`src/rtl/gesture_score_sequencer_if.sv`:
```
// Control, memory-read and result signals of the gesture score sequencer.
// The slave modport is the sequencer's view; the master modport is the surrounding logic's view.
interface gesture_score_sequencer_if #(
    parameter int NUM_CLASSES = 4,
    parameter int NUM_CELLS   = 1024,
    parameter int WEIGHT_BITS = 8,
    parameter int FEAT_BITS   = 4,
    parameter int ACC_BITS    = 24
);
    localparam int ADDR_W = $clog2(NUM_CELLS);
    localparam int CLS_W  = $clog2(NUM_CLASSES);
    localparam int ACT_W  = FEAT_BITS + ADDR_W;

    logic                            start;
    logic                            abort;
    logic                            busy;
    logic                            done;
    logic                            rd_en;
    logic [ADDR_W-1:0]               cell_addr;
    logic [FEAT_BITS-1:0]            feat_data;
    logic [NUM_CLASSES*WEIGHT_BITS-1:0] weight_data;
    logic [NUM_CLASSES*ACC_BITS-1:0] scores;
    logic [ACT_W-1:0]                activity;
    logic [CLS_W-1:0]                gesture_class;
    logic                            gesture_valid;

    modport slave (
        input  start, abort, feat_data, weight_data,
        output busy, done, rd_en, cell_addr, scores, activity, gesture_class, gesture_valid
    );

    modport master (
        output start, abort, feat_data, weight_data,
        input  busy, done, rd_en, cell_addr, scores, activity, gesture_class, gesture_valid
    );
endinterface

```
`src/rtl/gesture_score_sequencer.sv`:
```
// Sweeps all grid cells once, accumulates a signed dot product per class and registers the argmax.
// done pulses NUM_CELLS+3 cycles after start is taken; no backpressure, abort returns to idle keeping old results.
module gesture_score_sequencer #(
    parameter int NUM_CLASSES  = 4,
    parameter int NUM_CELLS    = 1024,
    parameter int WEIGHT_BITS  = 8,
    parameter int FEAT_BITS    = 4,
    parameter int ACC_BITS     = 24,
    parameter int MIN_ACTIVITY = 32
) (
    input  logic                     clk,
    input  logic                     rst,
    gesture_score_sequencer_if.slave bus
);
    localparam int ADDR_W = $clog2(NUM_CELLS);
    localparam int CLS_W  = $clog2(NUM_CLASSES);
    localparam int ACT_W  = FEAT_BITS + ADDR_W;
    localparam int PROD_W = WEIGHT_BITS + FEAT_BITS + 1;

    localparam logic [ADDR_W-1:0] LAST_ADDR = ADDR_W'(NUM_CELLS - 1);
    localparam logic [ACT_W-1:0]  MIN_ACT   = ACT_W'(MIN_ACTIVITY);

    typedef enum logic [2:0] {
        S_IDLE,
        S_RUN,
        S_DRAIN,
        S_ARGMAX,
        S_DONE
    } state_t;

    state_t                          state_q, state_d;
    logic [ADDR_W-1:0]               addr_q, addr_d;
    logic                            vld_q, vld_d;
    logic                            clear_acc;
    logic signed [ACC_BITS-1:0]      acc_q [NUM_CLASSES];
    logic signed [ACC_BITS-1:0]      acc_d [NUM_CLASSES];
    logic [ACT_W-1:0]                act_sum_q, act_sum_d;
    logic [NUM_CLASSES*ACC_BITS-1:0] scores_q, scores_d;
    logic [ACT_W-1:0]                activity_q, activity_d;
    logic [CLS_W-1:0]                cls_q, cls_d;
    logic                            gv_q, gv_d;

    logic [PROD_W-1:0]               w_ext [NUM_CLASSES];
    logic [PROD_W-1:0]               f_ext;
    logic [PROD_W-1:0]               prod  [NUM_CLASSES];
    logic [CLS_W-1:0]                best_idx;
    logic signed [ACC_BITS-1:0]      best_val;

    // Abort wins over every same-cycle transition out of RUN, DRAIN and ARGMAX.
    always_comb begin
        state_d   = state_q;
        addr_d    = addr_q;
        clear_acc = 1'b0;
        case (state_q)
            S_IDLE: begin
                if (bus.start) begin
                    state_d   = S_RUN;
                    addr_d    = '0;
                    clear_acc = 1'b1;
                end
            end
            S_RUN: begin
                if (bus.abort) begin
                    state_d = S_IDLE;
                    addr_d  = '0;
                end else if (addr_q == LAST_ADDR) begin
                    state_d = S_DRAIN;
                    addr_d  = '0;
                end else begin
                    addr_d = addr_q + ADDR_W'(1);
                end
            end
            S_DRAIN:  state_d = bus.abort ? S_IDLE : S_ARGMAX;
            S_ARGMAX: state_d = bus.abort ? S_IDLE : S_DONE;
            S_DONE:   state_d = S_IDLE;
            default:  state_d = S_IDLE;
        endcase
        vld_d = (state_q == S_RUN);
    end

    // Products are formed at full width; the truncated unsigned product equals the signed one.
    always_comb begin
        f_ext     = {{(WEIGHT_BITS + 1){1'b0}}, bus.feat_data};
        act_sum_d = act_sum_q;
        for (int k = 0; k < NUM_CLASSES; k++) begin
            w_ext[k] = {{(FEAT_BITS + 1){bus.weight_data[k*WEIGHT_BITS + WEIGHT_BITS - 1]}},
                        bus.weight_data[k*WEIGHT_BITS +: WEIGHT_BITS]};
            prod[k]  = w_ext[k] * f_ext;
            acc_d[k] = acc_q[k];
            if (clear_acc) begin
                acc_d[k] = '0;
            end else if (vld_q) begin
                acc_d[k] = acc_q[k] + {{(ACC_BITS - PROD_W){prod[k][PROD_W-1]}}, prod[k]};
            end
        end
        if (clear_acc) begin
            act_sum_d = '0;
        end else if (vld_q) begin
            act_sum_d = act_sum_q + {{ADDR_W{1'b0}}, bus.feat_data};
        end
    end

    // Strictly-greater update keeps the lowest index on ties.
    always_comb begin
        best_idx = '0;
        best_val = acc_q[0];
        for (int k = 1; k < NUM_CLASSES; k++) begin
            if (acc_q[k] > best_val) begin
                best_val = acc_q[k];
                best_idx = CLS_W'(k);
            end
        end
    end

    always_comb begin
        scores_d   = scores_q;
        activity_d = activity_q;
        cls_d      = cls_q;
        gv_d       = gv_q;
        if (state_q == S_ARGMAX && !bus.abort) begin
            for (int k = 0; k < NUM_CLASSES; k++) begin
                scores_d[k*ACC_BITS +: ACC_BITS] = acc_q[k];
            end
            activity_d = act_sum_q;
            cls_d      = best_idx;
            gv_d       = (act_sum_q >= MIN_ACT);
        end
    end

    always_ff @(posedge clk) begin
        if (rst) begin
            state_q    <= S_IDLE;
            addr_q     <= '0;
            vld_q      <= 1'b0;
            act_sum_q  <= '0;
            scores_q   <= '0;
            activity_q <= '0;
            cls_q      <= '0;
            gv_q       <= 1'b0;
            for (int k = 0; k < NUM_CLASSES; k++) begin
                acc_q[k] <= '0;
            end
        end else begin
            state_q    <= state_d;
            addr_q     <= addr_d;
            vld_q      <= vld_d;
            act_sum_q  <= act_sum_d;
            scores_q   <= scores_d;
            activity_q <= activity_d;
            cls_q      <= cls_d;
            gv_q       <= gv_d;
            for (int k = 0; k < NUM_CLASSES; k++) begin
                acc_q[k] <= acc_d[k];
            end
        end
    end

    assign bus.busy          = (state_q != S_IDLE);
    assign bus.done          = (state_q == S_DONE);
    assign bus.rd_en         = (state_q == S_RUN);
    assign bus.cell_addr     = addr_q;
    assign bus.scores        = scores_q;
    assign bus.activity      = activity_q;
    assign bus.gesture_class = cls_q;
    assign bus.gesture_valid = gv_q;
endmodule

```
`src/flat_wrapper.sv`:
```
// flat-port wrapper written by rule: the top's interface ports become plain ports
module gesture_score_sequencer_flat 
#(
    parameter int NUM_CLASSES  = 4,
    parameter int NUM_CELLS    = 1024,
    parameter int WEIGHT_BITS  = 8,
    parameter int FEAT_BITS    = 4,
    parameter int ACC_BITS     = 24,
    parameter int MIN_ACTIVITY = 32
)
  (clk, rst, bus_start, bus_abort, bus_feat_data, bus_weight_data, bus_busy, bus_done, bus_rd_en, bus_cell_addr, bus_scores, bus_activity, bus_gesture_class, bus_gesture_valid);
  gesture_score_sequencer_if #(.NUM_CLASSES(NUM_CLASSES), .NUM_CELLS(NUM_CELLS), .WEIGHT_BITS(WEIGHT_BITS), .FEAT_BITS(FEAT_BITS), .ACC_BITS(ACC_BITS)) bus_i ();
  input  logic clk;
  input  logic rst;
  input wire logic [$bits(bus_i.start)-1:0] bus_start;
  input wire logic [$bits(bus_i.abort)-1:0] bus_abort;
  input wire logic [$bits(bus_i.feat_data)-1:0] bus_feat_data;
  input wire logic [$bits(bus_i.weight_data)-1:0] bus_weight_data;
  output wire logic [$bits(bus_i.busy)-1:0] bus_busy;
  output wire logic [$bits(bus_i.done)-1:0] bus_done;
  output wire logic [$bits(bus_i.rd_en)-1:0] bus_rd_en;
  output wire logic [$bits(bus_i.cell_addr)-1:0] bus_cell_addr;
  output wire logic [$bits(bus_i.scores)-1:0] bus_scores;
  output wire logic [$bits(bus_i.activity)-1:0] bus_activity;
  output wire logic [$bits(bus_i.gesture_class)-1:0] bus_gesture_class;
  output wire logic [$bits(bus_i.gesture_valid)-1:0] bus_gesture_valid;
  assign bus_i.start = bus_start;
  assign bus_i.abort = bus_abort;
  assign bus_i.feat_data = bus_feat_data;
  assign bus_i.weight_data = bus_weight_data;
  assign bus_busy = bus_i.busy;
  assign bus_done = bus_i.done;
  assign bus_rd_en = bus_i.rd_en;
  assign bus_cell_addr = bus_i.cell_addr;
  assign bus_scores = bus_i.scores;
  assign bus_activity = bus_i.activity;
  assign bus_gesture_class = bus_i.gesture_class;
  assign bus_gesture_valid = bus_i.gesture_valid;
  gesture_score_sequencer #(.NUM_CLASSES(NUM_CLASSES), .NUM_CELLS(NUM_CELLS), .WEIGHT_BITS(WEIGHT_BITS), .FEAT_BITS(FEAT_BITS), .ACC_BITS(ACC_BITS), .MIN_ACTIVITY(MIN_ACTIVITY)) u_core (.clk(clk), .rst(rst), .bus(bus_i));
endmodule
```
`config.mk`:
```
export PLATFORM = sky130hd
export DESIGN_NAME = gesture_score_sequencer_flat
export DESIGN_NICKNAME = d
export VERILOG_FILES = /design/src/rtl/gesture_score_sequencer_if.sv /design/src/rtl/gesture_score_sequencer.sv /design/src/flat_wrapper.sv
export SDC_FILE = /design/constraint.sdc
export NUM_CORES = 1
export LEC_CHECK = 0
export BUFFER_PORTS_ARGS = -buffer_cell sky130_fd_sc_hd__buf_2
export CORE_UTILIZATION = 35
export CTS_BUF_LIST = sky130_fd_sc_hd__clkbuf_2
export DETAILED_ROUTE_END_ITERATION = 10
export GPL_TIMING_DRIVEN = 1
export PLACE_DENSITY = 0.48
export SLEW_MARGIN = 20
export SYNTH_ARGS = -nofsm -noshare
export SYNTH_HDL_FRONTEND = slang
export SYNTH_SLANG_ARGS = --single-unit
```
`constraint.sdc`:
```
create_clock -name clk -period 9.22 [get_ports clk]
set_input_delay 1.844 -clock clk [delete_from_list [all_inputs] [get_ports clk]]
set_output_delay 1.844 -clock clk [all_outputs]
set_load 0.03 [all_outputs]
```
==> results of run 1 <==
final timing paths:
| path | slack, ns | depth (start not counted) | to | from |
|---|---|---|---|---|
| setup / recovery | 1.57 | 27 | u_core.bus.gesture_class[0] | u_core.acc_q[0][21] |
| hold / removal | 0.45 | 2 | u_core.bus.scores[71] | u_core.bus.scores[71] |
| setup reg to reg | 1.57 | 27 | u_core.bus.gesture_class[0] | u_core.acc_q[0][21] |
| hold reg to reg | 0.45 | 2 | u_core.bus.scores[71] | u_core.bus.scores[71] |
cell usage in the layout (no fill, tap or decap), drive strengths merged, types with 29 or more instances in the layout:
| master | instances |
|---|---|
| dfxtp | 237 |
| xnor2 | 90 |
| mux2i | 87 |
| buf | 179 |
| inv | 257 |
| xor2 | 32 |
| a21oi | 242 |
| nor2 | 139 |
| ha | 265 |
| and2 | 94 |
| nor3 | 42 |
| fa | 73 |
| clkbuf | 98 |
| o21ai | 86 |
| nand4 | 29 |
| a21o | 56 |
| nand2 | 331 |
power by group through the flow:
| stage | sequential [mW] | combinational (mW) | clock [mW] |
|---|---|---|---|
| floorplan | 1.10 | 1.79 | 0 |
| global placement | 1.13 | 2.20 | 0 |
| detailed placement | 1.13 | 2.22 | 0 |
| CTS | 1.11 | 2.24 | 0.836 |
| global route | 1.11 | 2.51 | 0.890 |
| finish | 1.11 | 2.24 | 0.793 |
sequential cells by signal, indices dropped and copies added, names as in the netlist:
signal / cells
u_core.bus.gesture_valid: 1
u_core.act_sum_q: 14
u_core.bus.gesture_class: 2
u_core.acc_q: 96
u_core.bus.activity: 14
u_core.bus.cell_addr: 10
u_core.state_q: 3
u_core.vld_q: 1
u_core.bus.scores: 96
area by class of cell:
type	instances	area share, %
diodes	2	0.0224
clock buffers	98	2.20
clock inverters	17	0.403
inverters	253	4.25
multi-input cells	1911	63.4
flip-flops and latches	237	21.3
well taps	756	4.24
repair buffers	179	4.20
layer usage:
layer | track usage [%] | up-vias
li1 | - | 8906
met1 | 24.6 | 8132
met2 | 33.5 | 315
met3 | 3.10 | 80
met4 | 6.12 | 0
met5 | 0 | -
cells in the mapped netlist (all sizes together) (4+ instances only):
library cell,number
a211o,6
a211oi,20
a21boi,8
a21o,56
a21oi,242
a31oi,22
and2,94
and3,13
and4b,5
buf,13
clkbuf,74
dfxtp,237
fa,73
ha,265
inv,253
mux2,25
mux2i,87
nand2,331
nand2b,28
nand3,26
nand3b,26
nand4,29
nand4b,4
nor2,139
nor2b,19
nor3,42
nor3b,9
o2111ai,10
o211ai,9
o21a,16
o21ai,86
o21bai,15
o221ai,4
o311ai,4
o31ai,4
or2,11
or3,20
or4,9
xnor2,90
xor2,32
metrics by stage:
step / hold slack (ns) / power, mW / utilization (%)
CTS: 0.457 / 4.18 / 39.4
finish: 0.454 / 4.14 / 39.4
global placement: 0.442 / 3.33 / 38.3
floorplan: 0.444 / 2.89 / -
detailed placement: 0.444 / 3.35 / 38.3
global route: 0.467 / 4.51 / 39.4
critical path, cell delays in order, from the launching register on:
cell	delay, ns
dfxtp_1	0.41
inv_1	0.07
ha_1	0.30
nand4_1	0.16
or2_4	0.31
nor4_4	0.35
o31a_1	0.23
o21ai_1	0.12
a22oi_4	0.43
buf_4	0.38
mux2i_1	0.44
ha_1	0.33
a21o_1	0.16
a21o_1	0.16
a221oi_1	0.28
o21ai_0	0.15
or4_1	0.50
nand2_1	0.28
buf_4	0.35
mux2_2	0.38
ha_1	0.30
a21o_1	0.19
a21o_1	0.17
a21o_1	0.19
o21ai_0	0.24
a21oi_1	0.10
a211o_1	0.29
a311oi_1	0.24
kinds of logic (layout without fill, tap and decap cells):
logic type	count (synthesis)	in the layout	share of synthesized area (%)
flops	237	237	23.5
buf+inv	340	547	6.49
fa+ha+maj	338	338	23.7
other cells	0	2	0
simple gates	813	813	19.5
compound gates	526	526	15.8
mux	112	112	5.71
xor+xnor	122	122	5.29
==> impl_metrics.json, run 1 <==
{
  "clock_path_buffers": 3,
  "root_buffer": "clkbuf_2",
  "yosysTopAreaCell": "dfxtp_1",
  "drt-met1-wl_um": 26100,
  "stdcell_count": 3453,
  "preCtsSetupSlack_ns": 1.20,
  "cts_resized": 0,
  "cts_tree": "yes",
  "synth_area_um2": 20200,
  "clock.fmax_ghz": 0.131,
  "power_density_nw_per_um2": 185,
  "drive_above_1_share_pct": 12.3,
  "worst_slew_pin_slew_ns": 1.05,
  "first_pass_iters": 5,
  "start_util_pct": 35.6,
  "syn-instance-count": 2488,
  "route.antenna.remaining_nets": 0,
  "timing.final.ws_setup_ns": 1.57,
  "synth.top_cell.area_share_pct": 23.5,
  "num_rows": 87,
  "multi_input_area_um2": 14200,
  "synth_flop_cell": "dfxtp_1",
  "io_pins": 166,
  "tns_ns": 0,
  "grt_pass1_vias": 17265,
  "swShare_pct": 44.1,
  "report.final.slew_viol_count": 0,
  "clkLatencyLatePin_ns": 1.01,
  "synth.distinct_cells": 65,
  "arrival_ns": 8.55,
  "outcome": "finished clean",
  "ctsHoldBuffers": 0,
  "die_h_um": 242,
  "fillers": 6018,
  "routed.top_layer": "met4",
  "drt-vias-per-instance": 5.05,
  "grt_max_degree": 107,
  "finalHoldViolations": 0,
  "endpoint_kind": "flop",
  "synth-edff-count": 0,
  "seq_area_um2": 4750,
  "seq_area_frac_synth_pct": 23.5,
  "cts_sinks": 237,
  "combinationalPowerShare_pct": 54.1,
  "drv_cap": 0,
  "clockPowerShare_pct": 19.2,
  "peakVddDrop_v": 0.0000994,
  "fin_nets": 3028,
  "routedWlPerCell_um": 16.5,
  "min_period_ns": 7.65,
  "setup_violations": 0,
  "pwr-share-seq_pct": 26.7,
  "internal_power_mw": 2.31,
  "maxSlewHeadroom_pct": 30.0,
  "cp-start-kind": "flop",
  "p_switching_mw": 1.82,
  "wl_met3_um": 2430,
  "crit_type": "reg2reg",
  "syn2layout_area_growth_pct": 10.6,
  "grt_use_total_pct": 19.4,
  "cts_setup_buffers": 0,
  "port_buffers": 165,
  "drt_iter0_drc": 935,
  "required_ns": 10.12,
  "wl_met2_um": 27200,
  "synthArstFlopShare_pct": 0,
  "crit_fanout": 20,
  "ys_warn_count": 0,
  "dieArea_um2": 58700,
  "final_cell_area_um2": 22300,
  "antenna_found_initial": 2,
  "grt_pass1_wl_um": 91800,
  "synth_area_leaders": "dfxtp_1 (23%), ha_1 (16%), fa_1 (7.2%)",
  "finalWeightedCongestion": 0.896,
  "numCtsBuffers": 68,
  "placed_cells": 3336,
  "core_um2": 56700,
  "dieWidth_um": 242,
  "h-tree-depth": 3,
  "fin_skew_ns": 0.0896,
  "synth_nets": 2866,
  "power.leakage_nw": 10.3,
  "fin_crit_sh_pct": 82.9,
  "dr_total_vias": 17433,
  "drc": 0,
  "hold_class": "reg2reg",
  "overflow": 0,
  "wirelength_um": 56900,
  "dp_hpwl_um": 44000,
  "avgSynthCellArea_um2": 8.12,
  "rsz0062_at_grt": "false",
  "clk_pin_slew_ns": 0.12,
  "ys_seq_elements": 237,
  "placed_area_um2": 21700
}
(Power assumes the default switching activity.)
==> run 2: changes to the inputs <==
--- a/config.mk
+++ b/config.mk
@@ -10,7 +10,7 @@
 export CTS_BUF_LIST = sky130_fd_sc_hd__clkbuf_2
 export DETAILED_ROUTE_END_ITERATION = 10
 export GPL_TIMING_DRIVEN = 1
-export PLACE_DENSITY = 0.48
+export PLACE_DENSITY = 0.5
 export SLEW_MARGIN = 20
 export SYNTH_ARGS = -nofsm -noshare
 export SYNTH_HDL_FRONTEND = slang
==> constraint.sdc (replaced) <==
create_clock -name clk -period 6.96 [get_ports clk]
set_input_delay 1.392 -clock clk [delete_from_list [all_inputs] [get_ports clk]]
set_output_delay 1.392 -clock clk [all_outputs]
set_load 0.03 [all_outputs]
==> impl_metrics.json, run 2 (synthesis results as in run 1) <==
{
  "outcome": "finished clean",
  "placed_cells": 3471,
  "setup_violations": 0,
  "root_buffer": "clkbuf_2",
  "required_ns": 7.84,
  "fin_nets": 3168,
  "rsz0062_at_grt": "false",
  "crit_family": "compound AO/OA/AOI/OAI gates",
  "drt_iter0_drc": 789,
  "cts_sinks": 237,
  "cts_tree": "yes",
  "grt_max_degree": 69,
  "fin_crit_sh_pct": 93.8,
  "seq_area_um2": 4750,
  "hold_depth": 2,
  "crit_cells": 32,
  "dr_total_vias": 17979,
  "die_h_um": 242,
  "start_util_pct": 35.6,
  "clock.fmax_ghz": 0.153,
  "grt_pass1_wl_um": 93000,
  "arrival_ns": 7.41,
  "numCtsBuffers": 69,
  "drive_above_1_share_pct": 17.1,
  "preCtsSetupSlack_ns": -0.0772,
  "reg2reg_depth": 32,
  "report.final.slew_viol_count": 0,
  "drc": 0,
  "min_period_ns": 6.53,
  "power_density_nw_per_um2": 252,
  "h-tree-depth": 3,
  "crit_buf_inv": 7,
  "placed_area_um2": 22800,
  "layout_commonest_cell": "nand2_1",
  "totalPowerFinal_mw": 5.93,
  "final_util_pct": 41.4,
  "drv_cap": 0,
  "cp_slowest_cell": "or4_4",
  "peakVddDrop_v": 0.0000954,
  "clk_pin_slew_ns": 0.10,
  "worst_slew_pin_slew_ns": 0.842,
  "overflow": 0,
  "route.antenna.remaining_nets": 0,
  "finalWeightedCongestion": 0.883,
  "clock_path_buffers": 3,
  "grt_use_total_pct": 19.6,
  "dp_hpwl_um": 45100,
  "final_cell_mix": "nand2_1 (330), ha_1 (264), inv_1 (253)",
  "fin_skew_ns": 0.0919,
  "first_pass_iters": 5,
  "crit_fanout": 13,
  "cp_slowest_stage_delay_ns": 0.44,
  "final_cell_area_um2": 23500,
  "dieWidth_um": 242,
  "hold_class": "reg2reg",
  "multi_input_area_um2": 14300,
  "port_buffers": 165,
  "wirelength_um": 57800,
  "core_um2": 56700,
  "num_rows": 87,
  "finalHoldViolations": 0,
  "io_pins": 166,
  "fillers": 5864,
  "grt_pass1_vias": 17997,
  "timing.final.ws_setup_ns": 0.431,
  "clkLatencyLatePin_ns": 0.98,
  "cp-start-kind": "flop",
  "antenna_found_initial": 2,
  "syn2layout_area_growth_pct": 16.4,
  "drt-vias-per-instance": 5.01,
  "routedWlPerCell_um": 16.1,
  "maxSlewHeadroom_pct": 43.8,
  "crit_type": "reg2reg",
  "power.leakage_nw": 11.0,
  "dieArea_um2": 58700,
  "stdcell_count": 3591,
  "endpoint_kind": "flop"
}
run 2: cell count changes in the layout (fill, tap and decap cells not counted), sizes merged:
cell    before  now
clkinv      12   14
inv        257  256
clkbuf      98   97
buf        179  318
diode        2    1
run 2: cell type report:
type	instances	area share [%]
multi-input combinational	1911	60.6
sequential	237	20.2
timing repair buffer	318	8.59
inverter	253	4.04
tap	756	4.02
clock buffer	97	2.07
clock inverter	18	0.421
antenna	1	0.0106
run 2: layer usage:
metal  global-route usage [%]  routed length (µm)
met1                     24.8               27000
met2                     33.5               27300
met3                     2.80                1950
met4                     7.73                1540
met5                        0                   0
run 2: timing repair:
item                                    4_1_cts  5_1_grt
resized for setup                             0       20
setup buffers                                 0        4
hold buffers                                  0        0
endpoints found under the setup margin        0        2
run 2: final timing paths:
path	slack, ns	end	start
max	0.43	u_core.bus.gesture_class[0]	u_core.acc_q[0][21]
min	0.45	u_core.bus.scores[93]	u_core.bus.scores[93]
max reg2reg	0.43	u_core.bus.gesture_class[0]	u_core.acc_q[0][21]
min reg2reg	0.45	u_core.bus.scores[93]	u_core.bus.scores[93]
run 2: power breakdown:
| group | internal [mW] | switching (mW) | total (mW) |
|---|---|---|---|
| logic | 1.61 | 1.83 | 3.44 |
| registers | 1.39 | 0.0505 | 1.44 |
| clock network | 0.409 | 0.630 | 1.04 |
run 2: worst reg2reg max path: cells and delay by family (launching register included):
family          cells  cell delay (ns)
compound gates     12             2.23
simple gates        8             1.61
buf+inv             7             0.97
fa+ha+maj           3             0.81
mux                 2             0.54
flops               1             0.34
run 2: metrics by stage:
stage | hold WS [ns] | TNS (ns)
2_1_floorplan | 0.444 | 0
3_3_place_gp | 0.441 | 0
3_5_place_dp | 0.445 | -0.292
4_1_cts | 0.458 | 0
5_1_grt | 0.477 | 0
6_report | 0.453 | 0
